### config.mk
export PLATFORM = sky130hd
export DESIGN_NAME = turn_lever_encoder_flat
export DESIGN_NICKNAME = d
export VERILOG_FILES = /design/src/rtl/turn_lever_encoder_if.sv /design/src/rtl/turn_lever_encoder.sv /design/src/flat_wrapper.sv
export SDC_FILE = /design/constraint.sdc
export NUM_CORES = 1
export LEC_CHECK = 0
export CORE_AREA = 3 3 59 61
export CTS_CLUSTER_DIAMETER = 200
export DETAILED_ROUTE_END_ITERATION = 12
export DIE_AREA = 0 0 62 64
export PLACE_DENSITY_LB_ADDON = 0.12
export SKIP_LAST_GASP = 1
export SLEW_MARGIN = 15
export SYNTH_ARGS = -nofsm -noshare
export SYNTH_HDL_FRONTEND = slang
export SYNTH_SLANG_ARGS = --single-unit
### constraint.sdc
create_clock -name Clk -period 4.6 [get_ports Clk]
set_input_delay 0.92 -clock Clk [delete_from_list [all_inputs] [get_ports Clk]]
set_output_delay 0.92 -clock Clk [all_outputs]
set_load 0.03 [all_outputs]
### src/rtl/turn_lever_encoder_if.sv
// Lever/hazard switch inputs and sequencer request outputs
// of the turn_lever_encoder front end.
interface turn_lever_encoder_if;
    logic       LeverL;
    logic       LeverR;
    logic       Hazard;
    logic       L;
    logic       R;
    logic       Step;
    logic [1:0] Mode;

    modport master (
        output LeverL, LeverR, Hazard,
        input  L, R, Step, Mode
    );

    modport slave (
        input  LeverL, LeverR, Hazard,
        output L, R, Step, Mode
    );
endinterface

### src/rtl/turn_lever_encoder.sv
// Debounce + encode turn lever/hazard switches into Step-paced L/R requests.
// Optional lever auto-cancel after MAX_STEPS steps: define TURN_AUTO_CANCEL_EN.
module turn_lever_encoder #(
    parameter int DEB_CYCLES = 16,
    parameter int STEP_DIV   = 8,
    parameter int MAX_STEPS  = 12
) (
    input logic                 Clk,
    input logic                 Rst,
    turn_lever_encoder_if.slave bus
);
    localparam int DW = $clog2(DEB_CYCLES + 1);
    localparam int PW = $clog2(STEP_DIV);
    localparam logic [DW-1:0] DEB_LAST = DW'(DEB_CYCLES - 1);
    localparam logic [PW-1:0] DIV_LAST = PW'(STEP_DIV - 1);

    typedef enum logic [2:0] {
        S_IDLE   = 3'd0,
        S_LEFT   = 3'd1,
        S_RIGHT  = 3'd2,
        S_HAZARD = 3'd3,
        S_CANCEL = 3'd4
    } state_t;

    logic [2:0] raw;
    logic [2:0] sync1;
    logic [2:0] sync2;
    logic [2:0] deb;

    assign raw = {bus.Hazard, bus.LeverR, bus.LeverL};

    always_ff @(posedge Clk) begin
        if (Rst) begin
            sync1 <= '0;
            sync2 <= '0;
        end else begin
            sync1 <= raw;
            sync2 <= sync1;
        end
    end

    // Counter runs only while synced input disagrees with the accepted value.
    for (genvar i = 0; i < 3; i++) begin : g_deb
        logic [DW-1:0] cnt;
        logic          val;

        always_ff @(posedge Clk) begin
            if (Rst) begin
                cnt <= '0;
                val <= 1'b0;
            end else if (sync2[i] == val) begin
                cnt <= '0;
            end else if (cnt == DEB_LAST) begin
                cnt <= '0;
                val <= sync2[i];
            end else begin
                cnt <= cnt + 1'b1;
            end
        end

        assign deb[i] = val;
    end

    logic [PW-1:0] pcnt;
    logic          step;

    assign step = (pcnt == DIV_LAST);

    always_ff @(posedge Clk) begin
        if (Rst)       pcnt <= '0;
        else if (step) pcnt <= '0;
        else           pcnt <= pcnt + 1'b1;
    end

    logic dl;
    logic dr;
    logic dh;
    state_t req;
    state_t req_eff;
    state_t state;
    state_t nxt;

    assign dl = deb[0];
    assign dr = deb[1];
    assign dh = deb[2];

    always_comb begin
        req = S_IDLE;
        unique case (1'b1)
            dh:              req = S_HAZARD;
            !dh && dl && dr: req = S_IDLE;
            !dh && dl && !dr: req = S_LEFT;
            !dh && !dl && dr: req = S_RIGHT;
            default:         req = S_IDLE;
        endcase
    end

`ifdef TURN_AUTO_CANCEL_EN
    localparam int SW = ($clog2(MAX_STEPS + 1) > 4) ? $clog2(MAX_STEPS + 1) : 4;
    localparam logic [SW-1:0] MAX_LAST = SW'(MAX_STEPS - 1);

    logic [SW-1:0] scnt;
    logic          lock;
    logic          lever_st;
    logic          expire;

    // A locked-out lever reads as released until both levers drop.
    assign req_eff  = (lock && (req == S_LEFT || req == S_RIGHT)) ? S_IDLE : req;
    assign lever_st = (state == S_LEFT) || (state == S_RIGHT);
    assign expire   = step && lever_st && (req_eff == state) && (scnt == MAX_LAST);

    always_ff @(posedge Clk) begin
        if (Rst) begin
            scnt <= '0;
            lock <= 1'b0;
        end else begin
            if (step && (nxt == S_LEFT || nxt == S_RIGHT)) begin
                if (nxt != state) scnt <= '0;
                else              scnt <= scnt + 1'b1;
            end
            if (expire)        lock <= 1'b1;
            else if (!dl && !dr) lock <= 1'b0;
        end
    end
`else
    logic expire;

    assign req_eff = req;
    assign expire  = 1'b0;
`endif

    always_ff @(posedge Clk) begin
        if (Rst) state <= S_IDLE;
        else     state <= nxt;
    end

    always_comb begin
        nxt = state;
        if (step) begin
            unique case (state)
                S_IDLE:   nxt = req_eff;
                S_CANCEL: nxt = req_eff;
                S_LEFT, S_RIGHT, S_HAZARD: begin
                    if (expire)                  nxt = S_IDLE;
                    else if (req_eff == state)   nxt = state;
                    else if (req_eff == S_IDLE)  nxt = S_IDLE;
                    else                         nxt = S_CANCEL;
                end
                default:  nxt = S_IDLE;
            endcase
        end
    end

    always_comb begin
        bus.L    = 1'b0;
        bus.R    = 1'b0;
        bus.Mode = 2'd0;
        unique case (state)
            S_LEFT: begin
                bus.L    = 1'b1;
                bus.Mode = 2'd1;
            end
            S_RIGHT: begin
                bus.R    = 1'b1;
                bus.Mode = 2'd2;
            end
            S_HAZARD: begin
                bus.L    = 1'b1;
                bus.R    = 1'b1;
                bus.Mode = 2'd3;
            end
            default: ;
        endcase
    end

    assign bus.Step = step;
endmodule

### src/flat_wrapper.sv
// flat-port wrapper written by rule: the top's interface ports become plain ports
module turn_lever_encoder_flat 
#(
    parameter int DEB_CYCLES = 16,
    parameter int STEP_DIV   = 8,
    parameter int MAX_STEPS  = 12
)
  (Clk, Rst, bus_LeverL, bus_LeverR, bus_Hazard, bus_L, bus_R, bus_Step, bus_Mode);
  turn_lever_encoder_if bus_i ();
  input logic Clk;
  input logic Rst;
  input wire logic [$bits(bus_i.LeverL)-1:0] bus_LeverL;
  input wire logic [$bits(bus_i.LeverR)-1:0] bus_LeverR;
  input wire logic [$bits(bus_i.Hazard)-1:0] bus_Hazard;
  output wire logic [$bits(bus_i.L)-1:0] bus_L;
  output wire logic [$bits(bus_i.R)-1:0] bus_R;
  output wire logic [$bits(bus_i.Step)-1:0] bus_Step;
  output wire logic [$bits(bus_i.Mode)-1:0] bus_Mode;
  assign bus_i.LeverL = bus_LeverL;
  assign bus_i.LeverR = bus_LeverR;
  assign bus_i.Hazard = bus_Hazard;
  assign bus_L = bus_i.L;
  assign bus_R = bus_i.R;
  assign bus_Step = bus_i.Step;
  assign bus_Mode = bus_i.Mode;
  turn_lever_encoder #(.DEB_CYCLES(DEB_CYCLES), .STEP_DIV(STEP_DIV), .MAX_STEPS(MAX_STEPS)) u_core (.Clk(Clk), .Rst(Rst), .bus(bus_i));
endmodule
==> impl_metrics.xml <==
<?xml version="1.0" encoding="UTF-8"?>
<metrics>
  <group name="routing">
    <metric name="drt_iter0_markers" unit="">32</metric>
    <metric name="detail-route-antenna-nets" unit="">0</metric>
    <metric name="route.final.wire_length" unit="um">1780</metric>
    <metric name="via_per_inst" unit="">4.54</metric>
    <metric name="num_vias" unit="">818</metric>
    <metric name="firstDrtPassIters" unit="">4</metric>
    <metric name="route.detailed.drc" unit="">0</metric>
    <metric name="post_drt_wl_per_cell" unit="um">9.87</metric>
  </group>
  <group name="cts">
    <metric name="cts_htree_levels" unit="">2</metric>
    <metric name="ctsLongestPathBuffers" unit="">2</metric>
    <metric name="clkSinkCount" unit="">30</metric>
    <metric name="tritoncts" unit="">yes</metric>
    <metric name="post_cts_setup_inserts" unit="">0</metric>
    <metric name="tritoncts.num_buffers" unit="">5</metric>
    <metric name="cts_resized" unit="">0</metric>
    <metric name="clock_tree.root_cell" unit="">clkbuf_4</metric>
    <metric name="hold_buffer_count_at_cts" unit="">0</metric>
    <metric name="clk_pin_slew" unit="ns">0.10</metric>
    <metric name="clk_latency" unit="ns">0.33</metric>
  </group>
  <group name="grt">
    <metric name="global_route_wire_length_before_repair" unit="um">3070</metric>
    <metric name="grt.overflow.total" unit="">0</metric>
    <metric name="grt_max_degree" unit="">19</metric>
    <metric name="first_global_vias" unit="">748</metric>
    <metric name="grt.total_usage" unit="">0.107</metric>
    <metric name="grt_antenna_before_repair" unit="">0</metric>
  </group>
  <group name="synth">
    <metric name="synth.lib_cells_used.distinct" unit="">28</metric>
    <metric name="postSynthCellCount" unit="">122</metric>
    <metric name="ys_dominant_reg_cell" unit="">dfxtp_1</metric>
    <metric name="synth_xor_area_frac" unit="">0.0651</metric>
    <metric name="synth_warnings" unit="">0</metric>
    <metric name="synthArstFlopShare" unit="">0</metric>
    <metric name="synth-adder-area-share" unit="">0.0827</metric>
    <metric name="yosys-mux-area-fraction" unit="">0.0248</metric>
    <metric name="synth.cell_area" unit="sq mm">0.00121</metric>
    <metric name="synth_top_area_share" unit="">0.496</metric>
    <metric name="number_of_enable_flip_flop_cells_after_synthesis" unit="">0</metric>
    <metric name="number_of_storage_elements_in_the_synthesis_netlist" unit="">30</metric>
    <metric name="synthDominantAreaCellType" unit="">dfxtp_1</metric>
    <metric name="synthSimpleGateAreaFrac" unit="">0.240</metric>
    <metric name="compound_cell_area_share_of_the_yosys_netlist" unit="">0.0393</metric>
    <metric name="seq_area_frac_synth" unit="">0.496</metric>
    <metric name="syn_area_per_cell" unit="sq um">9.92</metric>
    <metric name="synth_fp_nets" unit="">135</metric>
    <metric name="synthTopCellsByArea" unit="">dfxtp_1 (50%), ha_1 (8.3%), nor2_1 (6.8%)</metric>
    <metric name="main_combinational_cell_family_by_area_after_synthesis" unit="">simple AND/OR/NAND/NOR gates</metric>
  </group>
  <group name="min_path">
    <metric name="hold_path.class" unit="">flop to flop</metric>
    <metric name="worstHoldStart" unit="">u_core.pcnt[0]$_SDFF_PP0_</metric>
  </group>
  <group name="sta">
    <metric name="fmax" unit="MHz">361</metric>
    <metric name="finalCriticalPeriod" unit="ns">2.77</metric>
    <metric name="slew-limit-headroom" unit="">0.564</metric>
    <metric name="layout_worst_path_cycle_share" unit="">0.601</metric>
    <metric name="final-hold-violation-count" unit="">0</metric>
    <metric name="worst_hold_slack" unit="ns">0.436</metric>
    <metric name="setup-violations-final" unit="">0</metric>
    <metric name="tightest_slew" unit="ns">0.652</metric>
    <metric name="timing.final.ws_setup" unit="ns">1.83</metric>
    <metric name="slew_viol_final" unit="">0</metric>
    <metric name="setup_total_negative_slack" unit="ns">0</metric>
    <metric name="clock_skew" unit="ns">0.00391</metric>
    <metric name="grt_setup_unrepaired" unit="">no</metric>
  </group>
  <group name="placement">
    <metric name="io_buf_count" unit="">9</metric>
    <metric name="place.gp.congestion" unit="">0.744</metric>
    <metric name="place.detailed.hpwl" unit="um">1230</metric>
    <metric name="dp_slack" unit="ns">2.14</metric>
    <metric name="post-place-cells" unit="">172</metric>
  </group>
  <group name="floorplanning">
    <metric name="initial_core_util" unit="">0.400</metric>
    <metric name="dieArea" unit="sq mm">0.00397</metric>
    <metric name="rows" unit="">20</metric>
    <metric name="chipWidth" unit="um">62</metric>
    <metric name="vertical_die_dimension" unit="um">64</metric>
    <metric name="coreArea" unit="sq mm">0.00303</metric>
    <metric name="io_pins" unit="">10</metric>
  </group>
  <group name="setup_path">
    <metric name="crit_fanout" unit="">8</metric>
    <metric name="worstSetupEndpointType" unit="">primary output</metric>
    <metric name="rr_startpoint" unit="">u_core.g_deb[1].cnt[0]$_SDFF_PP0_</metric>
    <metric name="critical_path.startpoint" unit="">u_core.pcnt[0]$_SDFF_PP0_</metric>
    <metric name="cp_cell_sequence" unit="">ha_1 &gt; ha_1 &gt; clkdlybuf4s50_1</metric>
    <metric name="cp.required" unit="ns">3.68</metric>
    <metric name="critical_path_cell_with_the_highest_stage_delay" unit="">clkdlybuf4s50_1</metric>
    <metric name="worstPathArrival" unit="ns">1.85</metric>
    <metric name="path_class" unit="">flop to primary output</metric>
    <metric name="crit_top_cell" unit="">ha_1</metric>
    <metric name="cp_slowest_stage_delay" unit="ns">0.72</metric>
    <metric name="startpoint_type" unit="">flop</metric>
  </group>
  <group name="final_layout">
    <metric name="final_cell_count_no_fill" unit="">180</metric>
    <metric name="syn2layout_area_growth" unit="%">14.6</metric>
    <metric name="layout.filler_cells" unit="">300</metric>
    <metric name="final_core_utilization" unit="">0.458</metric>
    <metric name="share_of_layout_cells_above_drive_strength_1" unit="">0.0956</metric>
    <metric name="antennaDiodeCount" unit="">0</metric>
    <metric name="fin_nets" unit="">148</metric>
  </group>
  <group name="power">
    <metric name="power.static_leakage" unit="uW">0.000518</metric>
    <metric name="powerDensity" unit="mW/mm^2">322</metric>
    <metric name="power.ir.vdd_worst" unit="mV">0.213</metric>
  </group>
  <group name="job">
    <metric name="cap_violations" unit="">0</metric>
  </group>
  <group name="outcome">
    <metric name="run_status" unit="">finished, final reports clean</metric>
  </group>
</metrics>
## flip-flops by register name (all words and copies together), names as in the netlist
signal and flops:
u_core.pcnt 3, u_core.dh 1, u_core.state 3, u_core.sync1 3, u_core.dr 1, u_core.dl 1, u_core.g_deb.cnt 15, u_core.sync2 3
## worst max-delay path, delay by kind of cell (launching register included)
family	cells	cell delay, ns
fa+ha+maj	2	0.44
flops	1	0.35
buf+inv	1	0.72
## layout make-up
class	instances	area, sq um	area share
flip-flops and latches	30	601	0.433
multi-input cells	81	547	0.394
repair buffers	9	90.1	0.0650
well taps	44	55.1	0.0397
clock buffers	6	51.3	0.0370
inverters	8	30.0	0.0217
clock inverters	2	12.5	0.00903
## kinds of logic after synthesis
family          after synthesis
compound gates                7
simple gates                 54
buf+inv                      11
xor+xnor                      9
fa+ha+maj                     8
mux                           3
flops                        30
## path summary, 6_finish.rpt
check | endpoint | slack, ns | cells past startpoint
max reg2reg | u_core.g_deb[1].cnt[3]$_SDFF_PP0_ | 3.05 | 5
min reg2reg | u_core.pcnt[0]$_SDFF_PP0_ | 0.44 | 1
max | bus_Step | 1.83 | 3
min | u_core.pcnt[0]$_SDFF_PP0_ | 0.44 | 1
## routing by layer
metal | global-route usage | routed length [um] | share of wire | vias up
met5 | 0 | 0 | 0 | -
met4 | 0.0796 | 66 | 0.037 | 0
met3 | 0.0485 | 119 | 0.067 | 8
met2 | 0.146 | 711 | 0.40 | 20
met1 | 0.127 | 878 | 0.49 | 360
li1 | - | - | - | 430
## Yosys cell counts, types with 2 or more instances
library cell  number
nand2_1            3
and3_1             3
a31oi_1            2
inv_1              8
nand3_1            4
dfxtp_1           30
xnor2_1            6
nor2_1            22
xor2_1             3
nor3_1             4
nor2b_1            8
or3_1              2
nor3b_1            2
mux2i_1            3
ha_1               8
or3_4              2
## placed cells by master, fill, tap and decap left out, drive strengths merged
| cell | synthesis | layout |
|---|---|---|
| o21ai | 1 | 1 |
| mux2i | 3 | 3 |
| nor2b | 9 | 9 |
| a21oi | 1 | 1 |
| ha | 8 | 8 |
| xnor2 | 6 | 6 |
| a31oi | 2 | 2 |
| or3 | 4 | 4 |
| nor2 | 22 | 22 |
| nand4b | 1 | 1 |
| nand3 | 4 | 4 |
| dfxtp | 30 | 30 |
| clkbuf | 1 | 6 |
| o211ai | 1 | 1 |
| clkinv | 0 | 1 |
| clkinvlp | 0 | 1 |
| nand2 | 3 | 3 |
| nor3 | 4 | 4 |
| inv | 8 | 8 |
| clkdlybuf4s50 | 0 | 9 |
| and3 | 4 | 4 |
| a32oi | 1 | 1 |
| and4bb | 1 | 1 |
| nor3b | 2 | 2 |
| o2111ai | 1 | 1 |
| xor2 | 3 | 3 |
## power by group
| part | leakage, uW | total [uW] | switching [uW] | internal [uW] |
|---|---|---|---|---|
| sequential | 0.000244 | 267 | 2.25 | 265 |
| clock | 0.0000343 | 166 | 92.2 | 73.3 |
| combinational | 0.000240 | 14.0 | 5.97 | 7.98 |
## through the flow
stage / power (uW) / instance area, sq um
after global placement: 287 / 1320
after CTS: 454 / 1390
after detailed placement: 287 / 1320
after floorplan: 282 / 1210
after global routing: 468 / 1390
final: 447 / 1390
No activity file was read; power rests on OpenSTA's default activity.
==> RTL edit, RTL diff (same settings) <==
The 5 states of `state_t` get a one-hot encoding in 5 bits.
--- a/src/rtl/turn_lever_encoder.sv
+++ b/src/rtl/turn_lever_encoder.sv
@@ -14,12 +14,12 @@
     localparam logic [DW-1:0] DEB_LAST = DW'(DEB_CYCLES - 1);
     localparam logic [PW-1:0] DIV_LAST = PW'(STEP_DIV - 1);
 
-    typedef enum logic [2:0] {
-        S_IDLE   = 3'd0,
-        S_LEFT   = 3'd1,
-        S_RIGHT  = 3'd2,
-        S_HAZARD = 3'd3,
-        S_CANCEL = 3'd4
+    typedef enum logic [4:0] {
+        S_IDLE   = 5'b00001,
+        S_LEFT   = 5'b00010,
+        S_RIGHT  = 5'b00100,
+        S_HAZARD = 5'b01000,
+        S_CANCEL = 5'b10000
     } state_t;
 
     logic [2:0] raw;
Check against the original RTL: no difference found for any inputs over 10 cycles, from zero or initial values and one cycle with Rst high; not proved beyond that.
==> RTL edit against the unedited design <==
Total power rose by 2.9%. Register-to-register slack got worse by 0.33 ns. Clock power fell by 3%. Final area rose by 8.3%. Routed wire length rose by 13%. Final cell count rose by 6.7%. Count of clock-buffer cells in the layout fell by 1. Worst setup slack got worse by 0.11 ns. Synthesized area rose by 9.6%. Global-route usage rose by 2.0 points. Sequential cell count rose by 2. Via count rose by 9.0%. Highest routed layer unchanged.
==> RTL edit: results (changes against the unedited design) <==
cts_made_buffers: 5  # unchanged
clkLatencyLatePin_ns: 0.34
peakVddDrop_mv: 0.160  # -25%
vias: 892  # +9.0%
switching_share_pct: 23.8  # +1.4 points
slowest_stage: "clkdlybuf4s50_1"
status: "finished clean"
postSynthNetCount: 149  # +10%
worstMarginPinSlew_ns: 0.620  # -0.0321 ns
avgSynthCellArea_um2: 9.75  # -1.7%
hold_end: "u_core.pcnt[0]"
grt_pass1_vias: 859  # +15%
place.port_buffers: 9  # unchanged
yosysWarnings: 0  # unchanged
largestRegisters: "u_core.g_deb.cnt x15, u_core.state x5"
pre_cts_slack_ns: 2.14  # -0.00833 ns
antenna_found_initial: 0  # unchanged
netlist.area_leader.share_pct: 48.3  # -1.3 points
netlist_top_cells_count: "32 x dfxtp_1, 26 x nor2_1, 8 x ha_1, 8 x inv_1, 8 x xnor2_1"
path_clk_slew_ns: 0.11
synth-seq-area-share_pct: 48.3  # -1.3 points
synthMuxAreaShare_pct: 2.26  # -0.22 points
ff2ff_setup_slack_ns: 2.72  # -0.33 ns
min_delay_path_depth: 1  # unchanged
skew_ns: 0.0105  # +0.00660 ns
dp_hpwl_mm: 1.47  # +19%
gp_congestion: 0.774  # +4.0%
synth_area_leaders: "dfxtp_1 48%, ha_1 7.5%, nor2_1 7.4%"
hold-worst-slack_ns: 0.444  # +0.00712 ns
num-nets-final: 160  # +8.1%
synth_xor_area_share_pct: 10.5  # +4.0 points
viasPerCell: 4.65  # +2.2%
drive_above_1_share_pct: 6.76  # -2.8 points
timing.rr.start: "u_core.dl"
reg2reg_to: "u_core.state[4]"
antennaDiodeCount: 0  # unchanged
ys_async_sr_fraction_pct: 0  # unchanged
synth_compound_area_share_pct: 6.42  # +2.5 points
grtUsageTotal_pct: 12.7  # +2.0 points
placed_area_um2: 1440  # +8.9%
p_leak_nw: 0.585  # +13%
grt_pass1_wl_mm: 3.74  # +22%
cts_resized: 0  # unchanged
clock_path_buffers: 2  # unchanged
synthAdderAreaFrac_pct: 7.55  # -0.73 points
cts-htree-levels: 2  # unchanged
dp_cells: 184  # +7.0%
initialDrtViolationCount: 31  # -3.1%
wl_mm: 2.01  # +13%
cts_setup_buffers: 0  # unchanged
hold_class: "flip-flop to flip-flop"
hp-start: "u_core.pcnt[0]"
arrival_ns: 1.95  # +0.10 ns
first_pass_iters: 4  # unchanged
grt_max_degree: 19  # unchanged
reg2reg_depth: 5  # unchanged
max_stage_delay_ns: 0.69  # -0.03 ns
clockRootBuffer: "clkbuf_4"
synth_cell_type_count: 30  # +7.1%
==> RTL edit: metal layers <==
metal | track usage, % | share of wire (%) | wire length, um
met1 | 15.5 | 47 | 941
met2 | 18.8 | 46 | 927
met3 | 5.66 | 5.2 | 105
met4 | 5.57 | 1.5 | 31
met5 | 0 | 0 | 0
==> RTL edit: power groups by stage <==
stage | Combinational (mW) | Clock [mW] | Sequential (mW)
after floorplan | 0.00837 | 0 | 0.291
after global placement | 0.0140 | 0 | 0.291
after detailed placement | 0.0146 | 0 | 0.291
after CTS | 0.0145 | 0.170 | 0.285
after global routing | 0.0167 | 0.181 | 0.286
final | 0.0141 | 0.161 | 0.285
==> RTL edit: area by class of cell <==
cell class,count,area (um^2)
Multi-Input combinational cell,91,624
Fill cell,299,1530
Clock buffer,5,37.5
Tap cell,44,55.1
Clock inverter,3,23.8
Timing Repair Buffer,9,90.1
Sequential cell,32,641
Inverter,8,30.0
==> RTL edit: worst max-delay path by stage <==
stage | from | to | slack [ns] | depth (start not counted)
after floorplan | u_core.state[1] | bus_L | 2.10 | 3
after global placement | u_core.state[1] | bus_L | 2.16 | 3
after detailed placement | u_core.state[2] | bus_Mode[1] | 2.14 | 4
after CTS | u_core.state[2] | bus_Mode[1] | 1.70 | 4
after global routing | u_core.state[2] | bus_Mode[1] | 1.60 | 4
final | u_core.state[2] | bus_Mode[1] | 1.73 | 4
==> RTL edit: critical path, delay by kind of cell (launching register included) <==
family | cells | cell delay [ns]
flops | 1 | 0.51
buf+inv | 1 | 0.69
xor+xnor | 1 | 0.19
simple gates | 2 | 0.22
